==> config.mk <==
export PLATFORM = sky130hd
export DESIGN_NAME = serial_subtractor
export DESIGN_NICKNAME = d
export VERILOG_FILES = /design/src/rtl/serial_subtractor.sv
export SDC_FILE = /design/constraint.sdc
export NUM_CORES = 1
export LEC_CHECK = 0
export ABC_AREA = 1
export CORE_MARGIN = 5
export CORE_UTILIZATION = 43
export DETAILED_ROUTE_END_ITERATION = 12
export GPL_ROUTABILITY_DRIVEN = 0
export GPL_TIMING_DRIVEN = 0
export PLACE_DENSITY = 0.68
export RECOVER_POWER = 50
export SYNTH_ARGS = -nofsm -noshare
export SYNTH_HDL_FRONTEND = slang
export SYNTH_SLANG_ARGS = --single-unit
==> constraint.sdc <==
create_clock -name clock -period 1.6 [get_ports clock]
set_input_delay 0.48 -clock clock [delete_from_list [all_inputs] [get_ports clock]]
set_output_delay 0.48 -clock clock [all_outputs]
set_load 0.01 [all_outputs]
==> src/rtl/serial_subtractor.sv <==
// Bit-serial N-bit subtractor (D = X - Y), one bit per clock, LSB first,
// with borrow-out and signed-overflow flags behind a soc/eoc handshake.
module serial_subtractor #(
   parameter int N = 8
) (
   input  logic         clock,
   input  logic         reset_,
   input  logic         soc,
   input  logic [N-1:0] X,
   input  logic [N-1:0] Y,
   output logic         eoc,
   output logic [N-1:0] D,
   output logic         b_out,
   output logic         ow
);

   localparam int CW = $clog2(N);
   localparam logic [CW-1:0] LAST = CW'(N - 1);

   typedef enum logic [1:0] {
      IDLE     = 2'd0,
      CALC     = 2'd1,
      WAIT_LOW = 2'd2
   } state_t;

   state_t         state_q, state_d;
   logic [N-1:0]   x_q, x_d;
   logic [N-1:0]   y_q, y_d;
   logic [N-1:0]   diff_q, diff_d;
   logic           borrow_q, borrow_d;
   logic [CW-1:0]  cnt_q, cnt_d;
   logic           b_out_q, b_out_d;
   logic           ow_q, ow_d;

   logic           x_bit, y_bit, diff_bit, borrow_nxt, last_step;

   // Operand registers shift right, so the bit being processed is always at index 0.
   assign x_bit      = x_q[0];
   assign y_bit      = y_q[0];
   assign diff_bit   = x_bit ^ y_bit ^ borrow_q;
   assign borrow_nxt = (~x_bit & y_bit) | (~(x_bit ^ y_bit) & borrow_q);
   assign last_step  = (cnt_q == LAST);

   always_ff @(posedge clock or negedge reset_) begin
      if (!reset_) begin
         state_q  <= IDLE;
         x_q      <= '0;
         y_q      <= '0;
         diff_q   <= '0;
         borrow_q <= 1'b0;
         cnt_q    <= '0;
         b_out_q  <= 1'b0;
         ow_q     <= 1'b0;
      end else begin
         state_q  <= state_d;
         x_q      <= x_d;
         y_q      <= y_d;
         diff_q   <= diff_d;
         borrow_q <= borrow_d;
         cnt_q    <= cnt_d;
         b_out_q  <= b_out_d;
         ow_q     <= ow_d;
      end
   end

   always_comb begin
      state_d = state_q;
      case (state_q)
         IDLE:     if (soc) state_d = CALC;
         CALC:     if (last_step) state_d = WAIT_LOW;
         // A held soc must drop before another operation can start.
         WAIT_LOW: if (!soc) state_d = IDLE;
         default:  state_d = IDLE;
      endcase
   end

   always_comb begin
      x_d      = x_q;
      y_d      = y_q;
      diff_d   = diff_q;
      borrow_d = borrow_q;
      cnt_d    = cnt_q;
      b_out_d  = b_out_q;
      ow_d     = ow_q;
      case (state_q)
         IDLE: begin
            if (soc) begin
               x_d      = X;
               y_d      = Y;
               diff_d   = '0;
               borrow_d = 1'b0;
               cnt_d    = '0;
            end
         end
         CALC: begin
            x_d      = {1'b0, x_q[N-1:1]};
            y_d      = {1'b0, y_q[N-1:1]};
            diff_d   = {diff_bit, diff_q[N-1:1]};
            borrow_d = borrow_nxt;
            cnt_d    = cnt_q + CW'(1);
            if (last_step) begin
               cnt_d   = '0;
               b_out_d = borrow_nxt;
               // Overflow: operand signs differ and the result sign differs from X.
               ow_d    = (x_bit ^ y_bit) & (diff_bit ^ x_bit);
            end
         end
         default: ;
      endcase
   end

   always_comb begin
      eoc   = (state_q != CALC);
      D     = diff_q;
      b_out = b_out_q;
      ow    = ow_q;
   end

endmodule

[Yosys cells after proc, flatten, opt, wreduce, memory -nomap -nowiden]
Index checks and enable logic that the tools add are counted.
Cells by class
  add/sub/neg operators: 1
  equal/unequal tests: 7
  mux-type cells: 15
  bitwise operators: 9
  reduce and logical (&&, ||, !) cells: 5
Operator list (count)
  8-bit case mux with 2 select lines: 3
  8-bit two-way mux: 3
  2-bit two-way mux: 3
  3-bit two-way mux: 2
  2-bit != test (second input constant): 3
  2-bit case mux with 3 select lines: 1
  3-bit case mux with 2 select lines: 1
  2-bit AND reduction: 2
  3-bit by 1-bit adder with 3-bit output (second input constant): 1
  1-bit bitwise AND: 3
  3-bit equality test (second input constant): 1
  3-bit AND reduction: 1
  1-bit XOR: 3
  2-bit by 1-bit equality test with 1-bit output (second input constant): 1
  2-bit equality test (second input constant): 1
  2-bit logical NOT: 1
  2-bit by 1-bit != test with 1-bit output (second input constant): 1
  1-bit inverter: 2
  1-bit case mux with 2 select lines: 1
  2-bit nonzero test: 1
  1-bit two-way mux: 1
  1-bit bitwise OR: 1
Storage, ports and cells
  bits in registers: 32
  output and inout port bits: 11
  logic and storage cells: 45

[Depth between registers and ports, before layout]
  word-level depth: 5
  gate-level depth with buffers: 6

[Worst setup path after synthesis]
OpenSTA, ideal clock, no wires.
  path kind: reg2reg
  start: reg x_q[0]
  end: reg ow_q, in the netlist ow
  arrival: 1217 ps
  data required time: 1535 ps
  slack: 318 ps
  stages on the path, launching flop included: 6
  path buffers: 0
  period minus slack after synthesis: 1282 ps
  cell sequence: dfrtp_1 fa_1 nor2_1 nor2_1 nand3_1 nand2_1
Between the ends
  cells in the longest elaborated chain, start to end: 4
RTL lines
  from (decl): RTL line 27  | logic [N-1:0] x_q, x_d;
  from (signal assigned): RTL line 47  | x_q <= '0;
  from (signal assigned): RTL line 56  | x_q <= x_d;
  1-bit XOR: RTL line 40, 105
  1-bit XOR: RTL line 40  | assign diff_bit = x_bit ^ y_bit ^ borrow_q;
  1-bit XOR: RTL line 105  | ow_d = (x_bit ^ y_bit) & (diff_bit ^ x_bit);
  1-bit bitwise AND (*): RTL line 105
  to (signal assigned): RTL line 62  | ow_q <= ow_d;
  to (decl): RTL line 33  | logic ow_q, ow_d;
Mark *: on every way between the ends. The rest lies on a longest branch, timed or not.
A chain may end at the register's enable or synchronous reset.

[Final worst setup path]
  start: reg state_q[0]
  end: out eoc
Between the ends
  cells in the longest elaborated chain, start to end: 1
RTL lines
  from (decl): RTL line 26  | state_t state_q, state_d;
  from (signal assigned): RTL line 55  | state_q <= state_d;
  2-bit by 1-bit != test with 1-bit output: RTL line 113  | eoc = (state_q != CALC);
  to (decl): RTL line 11  | output logic eoc,
No other way between the ends.

==> run_results.csv <==
group,metric,value,unit
detailed_routing,drc,0,
placement,dp.cells,257,
critical_path,cp_max_fo,6,
detailed_routing,met2_length,1511,um
detailed_routing,routed.top_layer,"met4",
global_routing,grt_max_degree,33,
logic_synthesis,synth_top_area_cell,"dfrtp_1",
outcome,status,"complete, no violations",
power_and_ir_drop,clkPwrFrac,0.182,
final_layout,fin_area,2024,um2
global_routing,grt_pass1_vias,1258,
global_routing,antenna_found_initial,0,
logic_synthesis,avgSynthCellArea,8.415,um2
critical_path,ff2ff_path_depth,6,
die,coreArea,3390,um2
logic_synthesis,synthMostInstantiatedCell,"nand2_1",
logic_synthesis,ys_ff_latch,32,
logic_synthesis,synth_ff_type,"dfrtp_1",
clock_tree,path_clk_slew,100,ps
die,rows,21,
power_and_ir_drop,p_per_area,1887,nW/um2
critical_path,worst-setup-path-type,"reg -> out",
hold_path,hold_path.class,"in -> async",
power_and_ir_drop,switching_share,0.3754,
critical_path,endpoint_kind,"output pin",
logic_synthesis,synthesis.nets,205,
placement,dp_hpwl,2349,um
die,die_y,69.68,um
die,die_x,69.68,um
power_and_ir_drop,p_total,3.820,mW
clock_tree,clock_sinks,32,
detailed_routing,post_drt_wl_per_cell,12.19,um
die,start_util,0.4518,
detailed_routing,vias_per_cell,4.743,
logic_synthesis,synth.top_cell.area_share,0.5229,
sta,rsz0062_at_grt,"yes",
sta,slew_viol_final,0,
placement,portBuffers,29,
final_layout,drive_gt1_frac,0.1195,
sta,finalCritPeriodShare,0.9994,
final_layout,diodes,0,
clock_tree,cts_tree,"done",
final_layout,areaGrowthSynthToFinish,32.19,%
detailed_routing,antenna_left,0,
power_and_ir_drop,max-vdd-ir-drop,0.0008009,V
clock_tree,cts_max_level,2,
critical_path,r2r_setup_slack,90,ps
logic_synthesis,synth_cells,182,
die,fp.dieArea,4855,um2
clock_tree,clockBufferDepth,2,
power_and_ir_drop,p_int,2.386,mW
logic_synthesis,synth-seq-area-share,0.5229,
power_and_ir_drop,seqPwrFrac,0.357,
logic_synthesis,ys_types,19,
logic_synthesis,synthArstFlopShare,1.000,
sta,fin_crit,1599,ps
detailed_routing,dr_total_vias,1290,
critical_path,cp.required,1120,ps
sta,finalHoldViolCount,0,
sta,slew_headroom,0.4755,
clock_tree,numCtsBuffers,5,
global_routing,track_usage,0.1484,
sta,setup_slack,0.9563,ps
critical_path,worstPathArrival,1120,ps
detailed_routing,dr.pass1.iters,4,
final_layout,nNetsFinal,248,
placement,pre_cts_ws,-312.1,ps
critical_path,rr_endpoint,"y_q[6]",
logic_synthesis,netlist_top_cells_count,"nand2_1, dfrtp_1, inv_1",
run,max-cap-violations,0,
final_layout,fin_util,0.5973,
global_routing,grt_pass1_wl,5768,um
detailed_routing,met1_length,1575,um
logic_synthesis,synth_warnings,0,
global_routing,overflow,0,
clock_tree,insertion_delay,330,ps
sta,tightest_slew,786.8,ps
sta,final.setup.tns,0,ps
placement,place_area,1874,um2
clock_tree,root_buffer,"clkbuf_4",
sta,skew,8.248,ps
detailed_routing,drt-initial-drc-count,76,
die,io_pins,30,
power_and_ir_drop,switching_power,1.434,mW
sta,max_freq,625.4,MHz
power_and_ir_drop,leakage,1.067,nW
clock_tree,postCtsHoldBufs,0,
power_and_ir_drop,combPwrFrac,0.461,
critical_path,rr_startpoint,"state_q[1]",
logic_synthesis,yosys-top-cells-area,"dfrtp_1, nand2_1, inv_1, nand3_1, nand3b_1",
final_layout,fin_cells,272,
sta,hold_slack,208.3,ps
detailed_routing,wl_met3,169,um
detailed_routing,totalWireLength,3317,um
critical_path,crit_path_start_kind,"flip-flop",
logic_synthesis,synthesis.area,1531,um2
sta,setup_viol,0,
logic_synthesis,synth_edf_count,0,
worst max-delay path, stage by stage (launching register included):
cell and delay (ps):
dfrtp_1 390, buf_6 140, nand2_4 60, buf_6 100, buf_6 90
state kept, by name, summed over array words and instances, names as in the netlist:
signal / flops
cnt_q: 3
borrow_q: 1
b_out: 1
D: 8
ow: 1
state_q: 2
x_q: 8
y_q: 8
cell usage in the layout, fill, tap and decap left out, drive strengths merged:
master         instances
buf                   13
bufinv                 1
clkbuf                11
clkdlybuf4s50         16
dfrtp                 32
dlygate4sd2           10
dlygate4sd3            1
fa                     1
ha                     3
inv                   27
nand2                 61
nand3                 18
nand3b                10
nand4                  2
nor2                   5
o21ai                  8
o22ai                  7
worst max-delay path by stage:
stage               start     end  slack (ps)
6_report       state_q[0]     eoc           1
3_3_place_gp       reset_  y_q[4]        -550
5_1_grt        state_q[0]     eoc         -70
2_1_floorplan      x_q[0]      ow         320
3_5_place_dp   state_q[1]     eoc        -310
4_1_cts        state_q[0]     eoc         -50
cell families (layout without fill, tap and decap cells):
group / count (synthesis) / after routing / share of synthesized area
adder cells (fa/ha/maj): 4 / 4 / 0.03758
AO/OA/AOI/OAI: 15 / 15 / 0.06209
buffers and inverters: 35 / 79 / 0.09313
AND/OR/NAND/NOR: 96 / 96 / 0.2843
flip-flops: 32 / 32 / 0.5229
area by class of cell:
type                            count  area [um2]
Multi-Input combinational cell    115       593.1
Inverter                           27       103.9
Sequential cell                    32       800.8
Tap cell                           46       57.56
Timing Repair Buffer               36       324.1
Buffer                              8       50.05
Clock buffer                        7       65.06
Clock inverter                      1       30.03
Fill cell                         321        1365
power groups by stage:
stage	Sequential, mW	Combinational (mW)	Clock, mW
floorplan	1.39	1.09	0
global route	1.41	2.00	0.758
CTS	1.37	1.71	0.717
finish	1.36	1.76	0.695
detailed placement	1.38	1.70	0
global placement	1.37	1.65	0
per-layer routing:
layer,global-route usage,vias to the layer above
met5,0,-
met4,0.05745,0
met3,0.04638,6
met2,0.2299,33
met1,0.1935,586
li1,-,665
what timing repair did:
| action | 4_1_cts | 5_1_grt |
|---|---|---|
| pin swaps | 1 | 1 |
| setup endpoints to repair | 11 | 1 |
| setup buffers | 3 | 4 |
| gates resized for setup | 20 | 0 |
(Power assumes the default switching activity.)
